### config.mk
export PLATFORM = sky130hd
export DESIGN_NAME = response_signature_analyzer_flat
export DESIGN_NICKNAME = d
export VERILOG_FILES = /design/src/rtl/response_signature_analyzer_pkg.sv /design/src/rtl/response_signature_analyzer_if.sv /design/src/rtl/response_signature_analyzer_misr.sv /design/src/rtl/response_signature_analyzer.sv /design/src/flat_wrapper.sv
export SDC_FILE = /design/constraint.sdc
export NUM_CORES = 1
export LEC_CHECK = 0
export CORE_ASPECT_RATIO = 0.6
export CORE_UTILIZATION = 57
export CTS_BUF_LIST = sky130_fd_sc_hd__clkbuf_4 sky130_fd_sc_hd__clkbuf_8
export CTS_CLUSTER_SIZE = 8
export DETAILED_ROUTE_END_ITERATION = 8
export HOLD_SLACK_MARGIN = 0.03
export PLACE_DENSITY = 0.95
export SYNTH_ARGS = -nofsm -noshare
export SYNTH_HDL_FRONTEND = slang
export SYNTH_SLANG_ARGS = --single-unit
### constraint.sdc
create_clock -name clock -period 4.1 [get_ports clock]
set_clock_uncertainty 0.1 [all_clocks]
set_input_delay 0.82 -clock clock [delete_from_list [all_inputs] [get_ports clock]]
set_output_delay 0.82 -clock clock [all_outputs]
set_load 0.01 [all_outputs]
### src/rtl/response_signature_analyzer_pkg.sv
// Shared types and defaults for the BIST response compactor.
// Holds the FSM state type, MISR defaults and response word layout.
package bist_pkg;

    typedef enum logic [1:0] {
        IDLE    = 2'd0,
        SETTLE  = 2'd1,
        COMPACT = 2'd2,
        DONE    = 2'd3
    } state_e;

    localparam int          DATA_W_DEF = 7;
    localparam int          SIG_W_DEF  = 32;
    localparam int          CNT_W_DEF  = 16;
    localparam logic [31:0] POLY_DEF   = 32'h04C11DB7;
    localparam logic [31:0] SEED_DEF   = 32'hFFFFFFFF;

    // Response word layout: {count[5:0], result}
    localparam int RESP_COUNT_MSB  = 6;
    localparam int RESP_RESULT_BIT = 0;

endpackage

### src/rtl/response_signature_analyzer_if.sv
// Control/response bundle between the BIST sequencer and the analyzer.
// master drives run control and responses, slave reports status.
interface response_signature_analyzer_if #(
    parameter int DATA_W = 7,
    parameter int SIG_W  = 32,
    parameter int CNT_W  = 16
);
    logic              start;
    logic [CNT_W-1:0]  num_samples;
    logic [3:0]        settle;
    logic [SIG_W-1:0]  golden;
    logic              resp_valid;
    logic [DATA_W-1:0] resp_in;
    logic              busy;
    logic              done;
    logic              pass;
    logic [SIG_W-1:0]  signature;
    logic [CNT_W-1:0]  sample_count;

    modport master (
        output start, num_samples, settle, golden,
        output resp_valid, resp_in,
        input  busy, done, pass, signature, sample_count
    );

    modport slave (
        input  start, num_samples, settle, golden,
        input  resp_valid, resp_in,
        output busy, done, pass, signature, sample_count
    );
endinterface

### src/rtl/response_signature_analyzer_misr.sv
// Multiple-input signature register, reusable at any BIST endpoint.
// Shifts left, folds POLY in when the MSB leaves, xors in the data word.
module misr_core #(
    parameter int               SIG_W = 32,
    parameter logic [SIG_W-1:0] POLY  = 32'h04C11DB7,
    parameter logic [SIG_W-1:0] SEED  = 32'hFFFFFFFF
) (
    input  logic             clock,
    input  logic             reset,
    input  logic             load,
    input  logic             en,
    input  logic [SIG_W-1:0] seed,
    input  logic [SIG_W-1:0] din,
    output logic [SIG_W-1:0] sig
);
    logic [SIG_W-1:0] sig_q;
    logic [SIG_W-1:0] sig_d;

    // Next signature: load wins over compaction
    always_comb begin
        sig_d = sig_q;
        if (load) begin
            sig_d = seed;
        end else if (en) begin
            sig_d = {sig_q[SIG_W-2:0], 1'b0}
                  ^ (sig_q[SIG_W-1] ? POLY : '0)
                  ^ din;
        end
    end

    // Signature register
    always_ff @(posedge clock or negedge reset) begin
        if (!reset) sig_q <= SEED;
        else        sig_q <= sig_d;
    end

    assign sig = sig_q;
endmodule

### src/rtl/response_signature_analyzer.sv
// BIST response compactor: skips settle cycles, folds responses into
// a MISR and compares the final signature with the latched golden value.
module response_signature_analyzer
    import bist_pkg::*;
#(
    parameter int               DATA_W = DATA_W_DEF,
    parameter int               SIG_W  = SIG_W_DEF,
    parameter logic [SIG_W-1:0] POLY   = POLY_DEF,
    parameter logic [SIG_W-1:0] SEED   = SEED_DEF,
    parameter int               CNT_W  = CNT_W_DEF
) (
    input logic                    clock,
    input logic                    reset,
    response_signature_analyzer_if.slave bus
);
    state_e           state_q, state_d;
    logic [3:0]       settle_q, settle_d;
    logic [CNT_W-1:0] num_q, num_d;
    logic [CNT_W-1:0] cnt_q, cnt_d;
    logic [SIG_W-1:0] golden_q, golden_d;
    logic [SIG_W-1:0] sig;
    logic [SIG_W-1:0] din;
    logic             load;
    logic             en;

    assign din = SIG_W'(bus.resp_in);

    // Run sequencing: start, settle countdown, sample absorption
    always_comb begin
        state_d  = state_q;
        settle_d = settle_q;
        num_d    = num_q;
        cnt_d    = cnt_q;
        golden_d = golden_q;
        load     = 1'b0;
        en       = 1'b0;
        unique case (state_q)
            IDLE, DONE: begin
                if (bus.start) begin
                    state_d  = SETTLE;
                    settle_d = bus.settle;
                    num_d    = bus.num_samples;
                    golden_d = bus.golden;
                    cnt_d    = '0;
                    load     = 1'b1;
                end
            end
            SETTLE: begin
                if (settle_q == 4'd0) begin
                    state_d = (num_q == '0) ? DONE : COMPACT;
                end else begin
                    settle_d = settle_q - 4'd1;
                end
            end
            COMPACT: begin
                if (bus.resp_valid) begin
                    en    = 1'b1;
                    cnt_d = cnt_q + 1'b1;
                    if (cnt_d == num_q) state_d = DONE;
                end
            end
            default: state_d = IDLE;
        endcase
    end

    // State and run-parameter registers
    always_ff @(posedge clock or negedge reset) begin
        if (!reset) begin
            state_q  <= IDLE;
            settle_q <= '0;
            num_q    <= '0;
            cnt_q    <= '0;
            golden_q <= '0;
        end else begin
            state_q  <= state_d;
            settle_q <= settle_d;
            num_q    <= num_d;
            cnt_q    <= cnt_d;
            golden_q <= golden_d;
        end
    end

    misr_core #(
        .SIG_W (SIG_W),
        .POLY  (POLY),
        .SEED  (SEED)
    ) u_misr (
        .clock (clock),
        .reset (reset),
        .load  (load),
        .en    (en),
        .seed  (SEED),
        .din   (din),
        .sig   (sig)
    );

    // Status decodes come straight from registers only
    assign bus.busy         = (state_q == SETTLE) || (state_q == COMPACT);
    assign bus.done         = (state_q == DONE);
    assign bus.pass         = (state_q == DONE) && (sig == golden_q);
    assign bus.signature    = sig;
    assign bus.sample_count = cnt_q;
endmodule

### src/flat_wrapper.sv
// flat-port wrapper written by rule: the top's interface ports become plain ports
module response_signature_analyzer_flat import bist_pkg::*;
#(
    parameter int               DATA_W = DATA_W_DEF,
    parameter int               SIG_W  = SIG_W_DEF,
    parameter logic [SIG_W-1:0] POLY   = POLY_DEF,
    parameter logic [SIG_W-1:0] SEED   = SEED_DEF,
    parameter int               CNT_W  = CNT_W_DEF
)
  (clock, reset, bus_start, bus_num_samples, bus_settle, bus_golden, bus_resp_valid, bus_resp_in, bus_busy, bus_done, bus_pass, bus_signature, bus_sample_count);
  response_signature_analyzer_if #(.DATA_W(DATA_W), .SIG_W(SIG_W), .CNT_W(CNT_W)) bus_i ();
  input logic clock;
  input logic reset;
  input wire logic [$bits(bus_i.start)-1:0] bus_start;
  input wire logic [$bits(bus_i.num_samples)-1:0] bus_num_samples;
  input wire logic [$bits(bus_i.settle)-1:0] bus_settle;
  input wire logic [$bits(bus_i.golden)-1:0] bus_golden;
  input wire logic [$bits(bus_i.resp_valid)-1:0] bus_resp_valid;
  input wire logic [$bits(bus_i.resp_in)-1:0] bus_resp_in;
  output wire logic [$bits(bus_i.busy)-1:0] bus_busy;
  output wire logic [$bits(bus_i.done)-1:0] bus_done;
  output wire logic [$bits(bus_i.pass)-1:0] bus_pass;
  output wire logic [$bits(bus_i.signature)-1:0] bus_signature;
  output wire logic [$bits(bus_i.sample_count)-1:0] bus_sample_count;
  assign bus_i.start = bus_start;
  assign bus_i.num_samples = bus_num_samples;
  assign bus_i.settle = bus_settle;
  assign bus_i.golden = bus_golden;
  assign bus_i.resp_valid = bus_resp_valid;
  assign bus_i.resp_in = bus_resp_in;
  assign bus_busy = bus_i.busy;
  assign bus_done = bus_i.done;
  assign bus_pass = bus_i.pass;
  assign bus_signature = bus_i.signature;
  assign bus_sample_count = bus_i.sample_count;
  response_signature_analyzer #(.DATA_W(DATA_W), .SIG_W(SIG_W), .POLY(POLY), .SEED(SEED), .CNT_W(CNT_W)) u_core (.clock(clock), .reset(reset), .bus(bus_i));
endmodule
Yosys cells after proc, flatten, opt, wreduce, memory -nomap -nowiden:

Index checks and enable logic that the tools add are counted.

* bits of input ports: 63
* memory bits (read-only): 0
* memories: 0
* register bits: 102
* bits in writable memories: 0
* word-level logic and storage cells: 52
* latch bits: 0

* shift-type cells: 0
* reductions and logical operators: 13
* div/mod/pow operators: 0
* multiplexer cells: 19
* equal/unequal tests: 10
* add/subtract/negate cells: 2
* bitwise operators: 2
* multipliers: 0
* order comparisons: 0

Operators with widths (number)
* $mux W32: 2
* $eq A32 B32 Y1: 1
* $mux W16: 2
* $pmux W16 S2: 1
* $xor A32 B32 Y32: 1
* $xor A32 B7 Y32: 1
* $mux W27: 1
* $add A16 B1 Y16 const B: 1
* $eq A16 B16 Y1: 1
* $logic_not A16 Y1: 1
* $mux W2: 4
* $mux W4: 2
* $pmux W4 S2: 1
* $ne A2 B2 Y1 const B: 3
* $pmux W2 S3: 1
* $reduce_and A3 Y1: 2
* $reduce_bool A2 Y1: 3
* $mux W1: 5
* $eq A2 B2 Y1 const B: 2
* $logic_not A4 Y1: 1
* $ne A2 B1 Y1 const B: 2
* $reduce_and A4 Y1: 1
* $sub A4 B1 Y4 const B: 1
* $eq A2 B1 Y1 const B: 1
* other kinds (5): 5

Logic depth before layout (Yosys ltp):

* word-level depth: 5
* depth in mapped cells: 9

By module:

Synthesis repeated with hierarchy kept, for this count alone.

* cell total of the unflattened synthesis: 540
* area total of the unflattened synthesis: 5775.5 um2

By module, submodules not included
* response_signature_analyzer: cells each 350, area an instance 3829.9 um2, instances 1
* misr_core: cells each 190, area an instance 1945.6 um2, instances 1

Worst setup path before layout:

OpenSTA, ideal clock, no wires.

* path type: flip-flop to flip-flop
* start point: register u_core.cnt_q[0] (netlist: u_core.bus.sample_count[0])
* end point: register u_core.state_q[1]
* required time: 3.875 ns
* stages on the path, launching flop included: 8
* path buffers: 0
* setup time: 0.125 ns
* slack: 1.231 ns
* period minus slack after synthesis: 2.869 ns
* arrival: 2.644 ns
* cells stage by stage: dfrtp_1 ha_1 nand4_1 nor4_1 mux2i_1 or4b_1 or4b_4 mux2i_1

* longest elaborated chain between the ends: 4

RTL lines
* start, declared: RTL line response_signature_analyzer.sv:19 `logic [CNT_W-1:0] cnt_q, cnt_d;`
* start signal, assigned: RTL line response_signature_analyzer.sv:78 `cnt_q <= cnt_d;`
* $add A16 B1 Y16: RTL line response_signature_analyzer.sv:58 `cnt_d = cnt_q + 1'b1;`
* $eq A16 B16 Y1: RTL line response_signature_analyzer.sv:59 `if (cnt_d == num_q) state_d = DONE;`
* $ne A2 B1 Y1 (no source line)
* $reduce_and A4 Y1 (no source line)
* end signal, assigned: RTL line response_signature_analyzer.sv:75 `state_q <= state_d;`
* end, declared: RTL line response_signature_analyzer.sv:16 `state_e state_q, state_d;`

No other way between the ends.
A chain may end at the register's enable or synchronous reset.

Worst setup path in the final report:

* start point: register u_core.u_misr.sig_q[2] (netlist: u_core.u_misr.sig[2])
* end point: output port bus_pass

* longest elaborated chain between the ends: 2

RTL lines
* start, declared: RTL line response_signature_analyzer_misr.sv:16 `logic [SIG_W-1:0] sig_q;`
* start signal, assigned: RTL line response_signature_analyzer_misr.sv:34 `else sig_q <= sig_d;`
* $eq A32 B32 Y1: RTL line response_signature_analyzer.sv:100 `assign bus.pass = (state_q == DONE) && (sig == golden_q);`
* $logic_and A1 B1 Y1: RTL line response_signature_analyzer.sv:100
* end, declared: RTL line flat_wrapper.sv:22 `output wire logic [$bits(bus_i.pass)-1:0] bus_pass;`

No other way between the ends.

==> metrics.txt <==
Final GP Congestion between 0.9 and 1; Tot GR Track Use 31.4%; Tot Pwr 5120 uW; most area-consuming cells after synthesis dfrtp_1 32%, dfstp_2 15%, mux2_2 9.9%; hold path depth 2; main combinational cell family by area after synthesis simple AND/OR/NAND/NOR gates; PortBufs 113; Post-DP Area 6680 um2; mux share of post-synthesis cell area 10.8%; std cell rows 27; worst-case hold path end point u_core.u_misr.sig[31]; Tcrit/Tclk final 87.4%; Residual DRC 0; largest area contributor in the netlist dfrtp_1; Critical Path Slowest Stage Cell dfstp_2; VDD IR max 0.000493 V; fin nets 694; critical-path cell list xnor2_1 -> nand4_1 -> nor4_1 -> nand4_1 -> nor4_1 -> clkdlybuf4s50_1; Min Clock Period, post-route 3.58 ns; largest net degree at the start of global routing 81; via count roughly 4600; vias per inst 6.06; setup violators final 0; GRT overflow 0; Largest delay share family, worst path simple AND/OR/NAND/NOR gates; Syn Nets ~600; Die Ht 77.8 um; number of I/O pins 114; r2r endpoint u_core.state_q[1]; post-synth top area share 32.1%; Initial DRT Pass Iterations 5; antenna diode count 0; hold path startpoint u_core.u_misr.sig[30]; Clk Latency, worst-skew pair 0.37 ns; critical path class flip-flop to output port; critical path arrival between 2 and 3 ns; PD cells 745 nW/um2; Die Wd 128 um; CTS H-Tree Depth 3; xor/xnor share of the synthesized area 10.4%; CTS Buf Count 9; share of cells above drive strength 1 18.1%; initial antenna violation count 0; crit path capture type output port; drt total wl between 10 and 15 mm; Ys Warns 0; critical path startpoint category flip-flop; CP max stage delay between 0.5 and 0.6 ns; dominant synthesized flop cell dfrtp_1; Required @ worst endpoint 3.18 ns; area grow syn2layout 25.8%; cell area after synthesis between 5000 and 6000 um2; most common cell after layout, fill and taps aside clkdlybuf4s50_1; number of synthesized flops with an enable pin 0; Yosys reg bits ~100; Final Slew Violations 0; Hold Buf Count CTS 0; hpwl dp 10.9 mm; Place WS 0.930 ns; first-pass GRT wire length 23.6 mm; drt wl/cell 19.3 um; sequential share of the synthesized area about 47%; Starting DRT DRC Count 493; Slew HR 25.6%; post-CTS setup buffer count 0; clock root buffer clkbuf_8; TritonCTS clock tree yes; status finished clean; P_leak 0.00279 uW; Reg2Reg Launch Point u_core.bus.sample_count[0]; RSZ-0062 raised after global routing no; compound-gate portion of the synthesized area between 10% and 20%; Clock Tree Buf Depth 2; number of global-route vias before repair 4332; Buf/Inv on CP 1; final core utilization 74.5%; syn_area_per_cell 10.4 um2; Post-CTS Resized 0; fin area 6870 um2; ys async rst share 100%; Final Hold Viols 0; simple-gate area share of the yosys netlist 16.4%; Max Fclk 0.279 GHz; core box area 9220 um2; max cap viols 0; antenna viol nets, final 0; Clock transition at path regs 0.11 ns; Die ar. 9990 um2; worst reg-to-reg setup slack 0.91 ns; total negative slack 0 ns; most frequent cells in the layout 112 x clkdlybuf4s50_1, 70 x dfrtp_1, 65 x nand2_1, 51 x xnor2_1, 48 x mux2_2; synth unique cells between 50 and 60; Post-Synth Adder-Cell Area 1.15%; CTS Sinks 102; Worst R2R Path Depth 7; Tightest Hold Check Type flip-flop to flip-flop; CP Max Fanout 4; Tightest Pin Transition 1.11 ns; final setup margin 0.516 ns; Initial Util 59.2%; Syn Inst Count 527
## Yosys cell counts, types with 6 or more instances
library cell / number
dfrtp_1: 70
nand2_1: 66
xnor2_1: 51
mux2_2: 48
o21ai_0: 34
dfstp_2: 32
nand3_1: 23
clkbuf_1: 21
nor2_1: 20
o211ai_1: 19
nand4_1: 16
xor2_1: 14
a21oi_1: 10
inv_1: 10
nor4_1: 10
buf_2: 7
nor3_1: 6
o31ai_1: 6
## kinds of logic (layout without fill, tap and decap cells)
logic type | count (synthesis) | after routing
and+or+nand+nor | 172 | 172
DFF | 102 | 102
AOI/OAI and AO/OA | 90 | 90
xor gates and xnor gates | 65 | 65
muxes | 53 | 53
buffers and inverters | 40 | 144
adders and majority gates | 5 | 5
## area by class of cell
cell class	count	area, um2
multi-input cells	385	2710
repair buffers	118	1180
clock inverters	7	63.8
fillers	639	2350
well taps	130	163
flip-flops and latches	102	2590
clock buffers	9	124
inverters	10	37.5
## state kept, by name, indices dropped and copies added, names as in the netlist
| register | flops |
|---|---|
| u_core.bus.sample_count | 16 |
| u_core.golden_q | 32 |
| u_core.num_q | 16 |
| u_core.settle_q | 4 |
| u_core.state_q | 2 |
| u_core.u_misr.sig | 32 |
## worst max-delay path by stage
stage,from,endpoint,slack (ns),depth (start not counted)
floorplan,u_core.bus.sample_count[0],u_core.state_q[1],1.23,7
global placement,u_core.u_misr.sig[2],bus_pass,0.96,6
detailed placement,u_core.u_misr.sig[4],bus_pass,0.93,6
CTS,u_core.u_misr.sig[4],bus_pass,0.50,6
global route,u_core.u_misr.sig[4],bus_pass,0.31,6
finish,u_core.u_misr.sig[2],bus_pass,0.52,6
## through the flow
step	instances	hold slack [ns]
after global placement	745	0.394
after detailed placement	745	0.403
after CTS	761	0.417
after global routing	761	0.429
after floorplan	527	0.400
final	761	0.417
## layer usage
metal / wire [um] / vias to the layer above / global-route usage (%)
li1: - / 2075 / -
met1: 6580 / 2252 / 46.2
met2: 6280 / 248 / 44.2
met3: 1550 / 35 / 10.4
met4: 284 / 0 / 7.88
met5: 0 / - / 0
## worst reg2reg max path, cell delays in order, from the launching register on
cell and delay (ns):
dfrtp_1 0.50, ha_1 0.35, nand4_1 0.26, nor4_1 0.50
mux2i_1 0.23, or4b_1 0.44, or4b_4 0.56, mux2i_1 0.14
## where the power goes
part	switching [uW]	internal, uW	total, uW
Clock	376	236	612
Sequential	535	1550	2080
Combinational	1170	1260	2420
No activity file was read; power rests on OpenSTA's default activity.
